==> config.mk <==
export PLATFORM = sky130hd
export DESIGN_NAME = tc_timed
export DESIGN_NICKNAME = d
export VERILOG_FILES = /design/src/rtl/tc_timed.sv
export SDC_FILE = /design/constraint.sdc
export NUM_CORES = 1
export LEC_CHECK = 0
export CORE_MARGIN = 10
export CORE_UTILIZATION = 40
export CTS_CLUSTER_SIZE = 16
export DETAILED_ROUTE_END_ITERATION = 8
export HOLD_SLACK_MARGIN = 0.15
export SETUP_SLACK_MARGIN = 0.05
export SLEW_MARGIN = 40
export SYNTH_ARGS = -nofsm -noshare
export SYNTH_HDL_FRONTEND = slang
export SYNTH_SLANG_ARGS = --single-unit
==> constraint.sdc <==
create_clock -name CLK -period 4 [get_ports CLK]
set_input_delay 0.8 -clock CLK [delete_from_list [all_inputs] [get_ports CLK]]
set_output_delay 0.8 -clock CLK [all_outputs]
set_load 0.005 [all_outputs]
==> src/rtl/tc_timed.sv <==
// -----------------------------------------------------------------------------
// tc_timed -- N-approach traffic-light controller with timed phases.
//
// Serves approaches one at a time through GREEN -> YELLOW -> ALLRED. Green
// holds for MIN_GREEN..MAX_GREEN cycles depending on demand on the served
// approach. Yellow and all-red are fixed counted intervals; all-red is omitted
// when ALLRED_CYC is 0. With SKIP_IDLE set, the next green goes to the next
// approach (in round-robin order) that has a vehicle waiting.
//
// Ports:
//   CLK    in   1          system clock, rising edge
//   R      in   1          reset, asynchronous, active-high
//   T      in   N          vehicle sensor per approach (1 = vehicle present)
//   L      out  3N         lamps, L[3i+2:3i] = approach i: 100 G, 010 Y, 001 R
//   PHASE  out  clog2(N)   index of the approach currently served
//   STATE  out  2          00 GREEN, 01 YELLOW, 10 ALLRED
//
// All outputs come straight from registers; T never reaches an output
// combinationally.
// -----------------------------------------------------------------------------
module tc_timed #(
   parameter int N          = 2,
   parameter int MIN_GREEN  = 8,
   parameter int MAX_GREEN  = 32,
   parameter int YELLOW_CYC = 3,
   parameter int ALLRED_CYC = 1,
   parameter int SKIP_IDLE  = 1
) (
   input  logic                   CLK,
   input  logic                   R,
   input  logic [N-1:0]           T,
   output logic [3*N-1:0]         L,
   output logic [$clog2(N)-1:0]   PHASE,
   output logic [1:0]             STATE
);

   localparam int PW      = $clog2(N);
   localparam int CNT_A   = (MAX_GREEN > YELLOW_CYC) ? MAX_GREEN : YELLOW_CYC;
   localparam int CNT_MAX = (CNT_A > ALLRED_CYC) ? CNT_A : ALLRED_CYC;
   localparam int CW      = $clog2(CNT_MAX + 1);

   // Terminal counts: each interval ends on the edge where cnt equals its
   // length minus one.
   localparam logic [CW-1:0] C_MIN_LAST = CW'(MIN_GREEN - 1);
   localparam logic [CW-1:0] C_MAX_LAST = CW'(MAX_GREEN - 1);
   localparam logic [CW-1:0] C_YEL_LAST = CW'(YELLOW_CYC - 1);
   localparam logic [CW-1:0] C_AR_LAST  = CW'((ALLRED_CYC > 0) ? ALLRED_CYC - 1 : 0);
   localparam logic [PW-1:0] C_LAST_IDX = PW'(N - 1);

   typedef enum logic [1:0] {
      S_GREEN  = 2'b00,
      S_YELLOW = 2'b01,
      S_ALLRED = 2'b10
   } state_t;

   state_t           r_state;
   logic [PW-1:0]    r_cur;
   logic [CW-1:0]    r_cnt;
   logic [3*N-1:0]   r_lamp;

   logic [PW-1:0]    w_succ;
   logic [PW-1:0]    w_next;
   logic [PW-1:0]    w_cand;
   logic             w_found;
   logic             w_green_exit;

   // Lamp vector for a given state with approach idx being served; every
   // other approach is always red, which is what keeps the safety invariant.
   function automatic logic [3*N-1:0] f_lamps(input state_t st, input logic [PW-1:0] idx);
      logic [3*N-1:0] v;
      v = '0;
      for (int i = 0; i < N; i++) begin
         if (PW'(i) == idx) begin
            case (st)
               S_GREEN:  v[3*i +: 3] = 3'b100;
               S_YELLOW: v[3*i +: 3] = 3'b010;
               default:  v[3*i +: 3] = 3'b001;
            endcase
         end else begin
            v[3*i +: 3] = 3'b001;
         end
      end
      return v;
   endfunction

   // Next approach to serve. The search starts at cur+1 and never considers
   // cur itself, so one approach never gets two greens in a row; with no
   // demand elsewhere it falls back to plain round-robin.
   always_comb begin
      // NOTE: every variable gets a default before any branch so that no path
      // leaves it unassigned, which would otherwise infer a latch.
      w_succ  = (r_cur == C_LAST_IDX) ? '0 : r_cur + 1'b1;
      w_next  = w_succ;
      w_cand  = '0;
      w_found = 1'b0;
      if (SKIP_IDLE != 0) begin
         for (int k = 1; k < N; k++) begin
            w_cand = PW'((int'(r_cur) + k) % N);
            if (!w_found && T[w_cand]) begin
               w_next  = w_cand;
               w_found = 1'b1;
            end
         end
      end
   end

   // Demand loss only counts once the minimum has been served; the maximum
   // forces an exit regardless of demand, and both together give one exit.
   assign w_green_exit = ((r_cnt >= C_MIN_LAST) && !T[r_cur]) || (r_cnt == C_MAX_LAST);

   always_ff @(posedge CLK or posedge R) begin
      if (R) begin
         // NOTE: state registers use non-blocking assignments so every register
         // samples the pre-edge values, independent of statement order.
         r_state <= S_GREEN;
         r_cur   <= '0;
         r_cnt   <= '0;
         r_lamp  <= f_lamps(S_GREEN, '0);
      end else begin
         case (r_state)
            S_GREEN: begin
               if (w_green_exit) begin
                  r_state <= S_YELLOW;
                  r_cnt   <= '0;
                  r_lamp  <= f_lamps(S_YELLOW, r_cur);
               end else begin
                  r_cnt <= r_cnt + 1'b1;
               end
            end

            S_YELLOW: begin
               if (r_cnt == C_YEL_LAST) begin
                  r_cnt <= '0;
                  if (ALLRED_CYC > 0) begin
                     r_state <= S_ALLRED;
                     r_lamp  <= f_lamps(S_ALLRED, r_cur);
                  end else begin
                     // No clearance interval: hand over straight to the next green.
                     r_state <= S_GREEN;
                     r_cur   <= w_next;
                     r_lamp  <= f_lamps(S_GREEN, w_next);
                  end
               end else begin
                  r_cnt <= r_cnt + 1'b1;
               end
            end

            S_ALLRED: begin
               if (r_cnt == C_AR_LAST) begin
                  r_state <= S_GREEN;
                  r_cur   <= w_next;
                  r_cnt   <= '0;
                  r_lamp  <= f_lamps(S_GREEN, w_next);
               end else begin
                  r_cnt <= r_cnt + 1'b1;
               end
            end

            default: begin
               // Unused encoding: fall back to an all-red clearance.
               r_state <= S_ALLRED;
               r_cnt   <= '0;
               r_lamp  <= f_lamps(S_ALLRED, r_cur);
            end
         endcase
      end
   end

   assign L     = r_lamp;
   assign PHASE = r_cur;
   assign STATE = r_state;

endmodule

==> results of run 1 <==
-- metrics by stage --
step | cell area, µm² | worst slack [ns] | hold slack [ns]
after global routing | 967 | 1.70 | 0.513
after detailed placement | 940 | 1.51 | 0.466
after CTS | 967 | 1.78 | 0.486
after global placement | 940 | 1.51 | 0.473
after floorplan | 801 | 2.05 | 0.442
final | 967 | 1.79 | 0.480
-- metal layers --
metal  track usage  vias to the layer above  part of all wire
li1              -                      315                 -
met1         0.104                      311              0.43
met2         0.134                       14              0.47
met3        0.0430                        4             0.083
met4        0.0428                        0             0.015
met5             0                        -                 0
-- registers in the layout (all words and copies together), names as in the netlist --
register,cells
PHASE,1
r_cnt,6
STATE,2
L,6
-- cells in the mapped netlist, drive strengths merged --
master and instances:
clkbuf 1, or4 1, o2bb2ai 2, a21o 2, xnor2 2, nor3 1
buf 1, o221a 1, ha 3, nand2 7, nand4b 1, mux2 1
xor2 2, dfstp 2, nor4 2, inv 7, o21ai 4, and2 2
nand4 1, a211oi 2, nor2 8, nand2b 1, a21oi 7, and3 2
nand3 6, dfrtp 13
-- cell families after synthesis --
family,count (synthesis),synth area share
adder cells (fa/ha/maj),3,0.0469
flip-flops,15,0.472
AO/OA/AOI/OAI,18,0.144
AND/OR/NAND/NOR,32,0.223
multiplexers,1,0.0187
buffers and inverters,9,0.0516
XOR/XNOR,4,0.0438
-- area by class of cell --
class	count	area, µm²	share of cell area
clock buffers	3	22.5	0.0233
clock inverters	1	5.00	0.00517
inverters	7	26.3	0.0272
multi-input cells	58	382	0.395
flip-flops and latches	15	378	0.391
well taps	27	33.8	0.0349
repair buffers	12	120	0.124
-- power groups by stage --
stage	clock network, µW	logic [µW]	registers, µW
floorplan	0	245	255
global placement	0	327	274
detailed placement	0	326	274
CTS	90.6	330	271
global route	97.1	373	282
finish	86.8	324	271
-- worst paths after layout --
kind | slack, ns | startpoint | to
setup / recovery | 1.79 | STATE[0] | STATE[0]
hold reg to reg | 0.48 | L[1] | L[1]
min in group asynchronous | 0.85 | R | L[5]
setup reg to reg | 1.90 | r_cnt[0] | L[3]
max in group asynchronous | 2.77 | R | L[2]
hold / removal | 0.48 | L[1] | L[1]
-- layout by cell type (no fill, tap or decap), types with 3 or more instances in the layout --
cell	netlist	layout
clkdlybuf4s50_1	0	12
nand3_1	6	6
nand2_1	7	7
inv_1	7	7
clkbuf_4	0	3
ha_1	3	3
nor2_1	7	7
dfrtp_1	13	13
o21ai_0	3	3
a21oi_1	7	7
==> flow_summary.json, run 1 <==
{
  "status": "finished, final reports clean",
  "gp_congestion": 0.896,
  "worst-setup-path-type": "register to primary output",
  "core_um2": 1940,
  "die_w_um": 64.7,
  "max_slew_margin": 0.615,
  "hold_buffers": 0,
  "syn_inst": 82,
  "ir_drop_mv": 0.323,
  "setup_viol": 0,
  "fin_cells": 123,
  "vias_per_cell": 5.24,
  "syn_to_final_growth_pct": 20.8,
  "cts_sinks": 15,
  "cts_tree": "yes",
  "tightest_slew_ns": 0.572,
  "first_pass_iters": 4,
  "p_leak_uw": 0.000433,
  "grt_max_degree": 16,
  "clock_latency_ns": 0.29,
  "routed_wl_um": 1680,
  "tns_ns": 0,
  "finalMaxSlewViolations": 0,
  "diodes": 0,
  "vias": 644,
  "cp_num_buf_inv": 1,
  "required_ns": 3.20,
  "antenna_found_initial": 0,
  "fmax_ghz": 0.452,
  "critPathCaptureType": "primary output",
  "nets": 104,
  "clk_path_buf_depth": 2,
  "yosysUniqueCellTypes": 30,
  "min_period_ns": 2.21,
  "syn_area_per_cell_um2": 9.77,
  "grt_usage": 0.0891,
  "hp-class": "register to register",
  "drive_gt1_frac": 0.115,
  "final_util": 0.498,
  "ant_nets": 0,
  "cp.arrival_ns": 1.41,
  "io_pins": 13,
  "synth_area_leader_cell": "dfrtp_1",
  "max_stage_delay_ns": 0.57,
  "numCtsBuffers": 3,
  "syn_nets": 89,
  "synth.top_cell.area_share": 0.406,
  "synth.area.top_cells": "dfrtp_1 (41%), dfstp_2 (6.6%), ha_1 (4.7%), a21oi_1 (4.4%), nand3_1 (3.8%)",
  "synth_area_um2": 801,
  "dp_hpwl_um": 1240,
  "cts_resized": 0,
  "rsz0062_at_grt": "no",
  "rows": 16,
  "grt_pass1_vias": 699,
  "fin_skew_ns": 0.00741,
  "cts.reportedPaths.clkPinSlew_ns": 0.09,
  "powerDensity_nw_per_um2": 705,
  "path_max_fanout": 11,
  "p_sw_frac": 0.410,
  "p_total_uw": 682,
  "fillCellCount": 199,
  "period_share": 0.553,
  "power_frac_seq": 0.398,
  "cp_top_family": "buffers and inverters",
  "critPathLaunchType": "register",
  "critical_path.cell_chain": "clkdlybuf4s50_1",
  "htreeDepth": 1,
  "internal-power_uw": 403,
  "ys_ff_latch": 15,
  "seq_area_frac_synth": 0.472,
  "finalHoldViolCount": 0,
  "ff2ff_path_depth": 6,
  "cp_num_cells": 1,
  "routedWlPerCell_um": 13.7,
  "switchingPower_uw": 280,
  "postCtsSetupBuffers": 0,
  "p_clk_frac": 0.127,
  "cts_root_buffer": "clkbuf_4",
  "min_path_cells": 1,
  "crit_slowest_cell": "clkdlybuf4s50_1",
  "die_h_um": 64.7,
  "yosys_warnings": 0,
  "dr.first_iter.drc_count": 18,
  "die_area_um2": 4190,
  "grt.overflow.total": 0,
  "grt_pass1_wl_um": 3040,
  "place_inst": 119,
  "pwr-share-comb": 0.475,
  "initial_core_util": 0.412,
  "route.detailed.drc": 0,
  "portBuffers": 12,
  "maxCapViolCount": 0
}
Note: power is estimated with default switching activity, not from simulation.
==> run 2: changes to the inputs <==
- clock period: 4 -> 2.1 ns (I/O delays scaled with it)
==> run 2 against run 1 <==
Net effect:
- clock power increased by 92%
- critical path depth increased by 5
- sequential share of layout area decreased by 1.9 points
- utilization increased by 2.6 points
- largest power group unchanged
==> flow_summary.json, run 2 (synthesis results as in run 1) <==
{
  "internal-power_uw": 828,
  "r2r-start": "r_cnt[0]",
  "final_cell_area_um2": 1020,
  "cts_tree": "yes",
  "layout_commonest_cell": "dfrtp_1",
  "critPathCaptureType": "register",
  "cts.reportedPaths.clkPinSlew_ns": 0.10,
  "max_stage_delay_ns": 0.41,
  "io_pins": 13,
  "rows": 16,
  "min_period_ns": 1.93,
  "hp-class": "input port to asynchronous set/reset pin",
  "max_slew_margin": 0.623,
  "route.detailed.drc": 0,
  "clock_latency_ns": 0.28,
  "rsz0062_at_grt": "no",
  "dr.first_iter.drc_count": 22,
  "core_um2": 1940,
  "drive_gt1_frac": 0.176,
  "cp_num_buf_inv": 0,
  "cts_sinks": 15,
  "tns_ns": 0,
  "status": "finished, final reports clean",
  "mostFrequentLayoutCells": "dfrtp_1 (13), clkdlybuf4s50_1 (12)",
  "maxCapViolCount": 0,
  "powerDensity_nw_per_um2": 1360,
  "worst-setup-path-type": "register to register",
  "clk_path_buf_depth": 2,
  "required_ns": 2.31,
  "hold_buffers": 0,
  "crit_slowest_cell": "dfrtp_1",
  "fin_skew_ns": 0.00367,
  "cp_top_family": "simple AND/OR/NAND/NOR gates",
  "grt_pass1_wl_um": 2910,
  "path_max_fanout": 7,
  "power_frac_seq": 0.368,
  "grt.overflow.total": 0,
  "placed_cell_area_um2": 970,
  "setup.worst_path.start": "r_cnt[0]",
  "period_share": 0.917,
  "critical_path.cell_chain": "ha_1, a211oi_2, nor2_2, or4_4, and3_1, o221a_1",
  "cp.arrival_ns": 2.14,
  "vias": 651,
  "die_w_um": 64.7,
  "portBuffers": 12,
  "nets": 110,
  "numCtsBuffers": 3,
  "fmax_ghz": 0.519,
  "antenna_found_initial": 0,
  "diodes": 0,
  "ir_drop_mv": 0.595,
  "htreeDepth": 1,
  "tightest_slew_ns": 0.565,
  "grt_pass1_vias": 669,
  "ant_nets": 0,
  "die_area_um2": 4190,
  "gp_congestion": 0.782,
  "setup_viol": 0,
  "p_sw_frac": 0.400,
  "finalHoldViolCount": 0,
  "routed_wl_um": 1720,
  "vias_per_cell": 5.05,
  "routedWlPerCell_um": 13.3,
  "syn_to_final_growth_pct": 27.0,
  "switchingPower_uw": 552,
  "p_leak_uw": 0.000463,
  "p_clk_frac": 0.121,
  "pwr-share-comb": 0.511,
  "grt_usage": 0.0865,
  "critPathLaunchType": "register",
  "finalMaxSlewViolations": 0,
  "die_h_um": 64.7,
  "dp_hpwl_um": 1300,
  "initial_core_util": 0.412,
  "grt_max_degree": 16,
  "cts_root_buffer": "clkbuf_4",
  "first_pass_iters": 4
}
[run 2: path summary, 6_finish.rpt]
path | slack [ns] | cells after the start | to
worst max-delay path | 0.17 | 6 | L[3]
worst min-delay path | 0.48 | 2 | L[1]
worst max register to register | 0.17 | 6 | L[3]
worst min register to register | 0.48 | 1 | r_cnt[0]
max in group asynchronous | 1.24 | 2 | L[3]
min in group CLK | 0.48 | 1 | r_cnt[0]
[run 2: layer usage]
| layer | part of all wire | GRT usage | wire, µm |
|---|---|---|---|
| met2 | 0.45 | 0.127 | 774 |
| met4 | 0.0076 | 0.0321 | 13 |
| met5 | 0 | 0 | 0 |
| met3 | 0.083 | 0.0412 | 142 |
| met1 | 0.46 | 0.107 | 785 |
[run 2: final cells by class]
class / count / area (µm²)
tap: 27 / 33.8
clock inverter: 1 / 5.00
inverter: 7 / 26.3
clock buffer: 3 / 22.5
fill: 192 / 925
timing repair buffer: 18 / 165
sequential: 15 / 378
multi-input combinational: 58 / 387
[run 2: metrics by stage]
stage               instances  hold WS (ns)  setup WS [ns]  utilization  total power, µW
finish                    129         0.476          0.175        0.524             1380
global route              129         0.497         0.0645        0.524             1500
CTS                       127         0.479          0.131        0.514             1350
detailed placement        123         0.466         0.0129        0.499             1180
global placement          123         0.466         0.0610        0.499             1170
floorplan                  82         0.320          0.176            -              954
[run 2: timing repair]
item	4_1_cts	5_1_grt
buffers inserted	0	2
resized for setup	0	1
endpoints found under the setup margin	0	1
[run 2: power by group through the flow]
stage                     Clock [µW]  Combinational, µW  Sequential (µW)
after floorplan                    0                468              486
after global routing             185                789              529
after CTS                        171                673              506
final                            167                705              508
after detailed placement           0                670              511
after global placement             0                664              508
==> run 3: changes to the inputs <==
- CORE_ASPECT_RATIO: not set -> 1.5
- CORE_MARGIN: 10 -> not set
==> run 3 against run 2 <==
Net effect:
- die area is 48% lower
- global-route usage is 9.2 points higher
- first-iteration DRC count is 18% lower
- flip-flop and latch count stayed put
- critical path depth stayed put
- clock power is 2% lower
- wire length is 6.1% lower
- via count is 1.4% lower
- largest power group unchanged
- highest routed layer unchanged
==> flow_summary.json, run 3 (synthesis results as in run 1) <==
{
  "initial_core_util": 0.432,
  "grt_max_degree": 16,
  "maxCapViolCount": 0,
  "period_share": 0.937,
  "die_area_um2": 2190,
  "grt_pass1_vias": 626,
  "min_period_ns": 1.97,
  "drt-met1-wl_um": 756,
  "pre_cts_slack_ns": 0.0281,
  "critPathCaptureType": "register",
  "grt_pass1_wl_um": 2780,
  "p_leak_uw": 0.000440,
  "cp.arrival_ns": 2.18,
  "syn_to_final_growth_pct": 22.3,
  "clock_latency_ns": 0.28,
  "htreeDepth": 1,
  "required_ns": 2.32,
  "portBuffers": 12,
  "rsz0062_at_grt": "no",
  "ir_drop_mv": 0.599,
  "cts_sinks": 15,
  "routed_wl_um": 1610,
  "core_um2": 1850,
  "worst-setup-path-type": "register to register",
  "dr.first_iter.drc_count": 18,
  "powerDensity_nw_per_um2": 1350,
  "critical_path.cell_chain": "ha_1, a211oi_2, nor2_2, or4_4, and3_2, o221a_1",
  "grt_usage": 0.179,
  "gp_congestion": 0.739,
  "cp_top_family": "simple AND/OR/NAND/NOR gates",
  "tns_ns": 0,
  "setup_viol": 0,
  "routedWlPerCell_um": 13.5,
  "crit_slowest_cell": "dfrtp_1",
  "cts_root_buffer": "clkbuf_4",
  "diodes": 0,
  "fillCellCount": 173,
  "hold_buffers": 0,
  "route.detailed.drc": 0,
  "clk_path_buf_depth": 2,
  "top_layer": "met4",
  "max_stage_delay_ns": 0.42,
  "antenna_found_initial": 0,
  "numCtsBuffers": 3,
  "die_h_um": 56.8,
  "nets": 106,
  "ant_nets": 0,
  "vias_per_cell": 5.39,
  "rows": 19,
  "first_pass_iters": 4,
  "final_util": 0.528,
  "dr_wl_met3_um": 27,
  "io_pins": 13,
  "mostFrequentLayoutCells": "dfrtp_1 (13), clkdlybuf4s50_1 (12)",
  "cp_num_buf_inv": 0,
  "fmax_ghz": 0.508,
  "grt.overflow.total": 0,
  "critPathLaunchType": "register",
  "cts_tree": "yes",
  "max_slew_margin": 0.613,
  "cts.reportedPaths.clkPinSlew_ns": 0.09,
  "layout_commonest_cell": "dfrtp_1",
  "status": "finished, final reports clean",
  "wl_met2_um": 813,
  "die_w_um": 38.5,
  "drive_gt1_frac": 0.143,
  "vias": 642,
  "dp_hpwl_um": 1200,
  "finalHoldViolCount": 0,
  "hp-class": "input port to asynchronous set/reset pin",
  "fin_ws_ns": 0.133,
  "fin_skew_ns": 0.00284,
  "finalMaxSlewViolations": 0,
  "tightest_slew_ns": 0.580,
  "path_max_fanout": 7
}
==> run 3: cell count changes in the layout (fill, tap and decap cells not counted), sizes merged <==
cell / change
clkbuf: +1
buf: -4
clkinv: -1
==> run 3: area by class of cell <==
cell class	instances	area [µm²]	share of cell area
Multi-Input combinational cell	58	388	0.396
Sequential cell	15	378	0.386
Tap cell	21	26.3	0.0268
Clock buffer	4	26.3	0.0268
Inverter	7	26.3	0.0268
Timing Repair Buffer	14	135	0.138
==> run 3: path summary, 6_finish.rpt <==
check | startpoint | to | slack [ns] | cells after the start
worst max-delay path | r_cnt[0] | L[3] | 0.13 | 6
worst min-delay path | R | L[4] | 0.49 | 2
max in group asynchronous | R | STATE[0] | 1.23 | 2
worst min register to register | L[1] | L[1] | 0.49 | 1
worst max register to register | r_cnt[0] | L[3] | 0.13 | 6
min in group CLK | L[1] | L[1] | 0.49 | 1
==> run 3: repair_timing <==
action | in CTS | in global routing
gates resized for setup | 1 | 1
endpoints found under the setup margin | 1 | 1
endpoints found under the hold margin | 0 | 0
setup buffers | 0 | 0
==> run 3: power breakdown <==
group | switching, µW | leakage, µW | internal (µW)
clock network | 88.9 | 0.0000150 | 73.7
registers | 126 | 0.000190 | 386
logic | 319 | 0.000236 | 333
total | 534 | 0.000440 | 793
==> run 3: stage by stage <==
stage               hold slack [ns]  instance area (µm²)  total power, µW  std cells
floorplan                     0.320                  801              954         82
detailed placement            0.478                  947             1160        115
CTS                           0.492                  978             1340        119
finish                        0.490                  980             1330        119
global placement              0.460                  947             1140        115
global route                  0.509                  980             1440        119
==> run 3: routing by layer <==
metal / GRT usage / up-vias
li1: - / 316
met1: 0.240 / 314
met2: 0.264 / 10
met3: 0.0356 / 2
met4: 0.0887 / 0
met5: 0 / -
==> run 3: worst register-to-register path: cells and delay by family, from the launching register on <==
family	cells	cell delay, ns
and+or+nand+nor	3	0.71
adders and majority gates	1	0.28
AOI/OAI and AO/OA	2	0.50
DFF	1	0.42
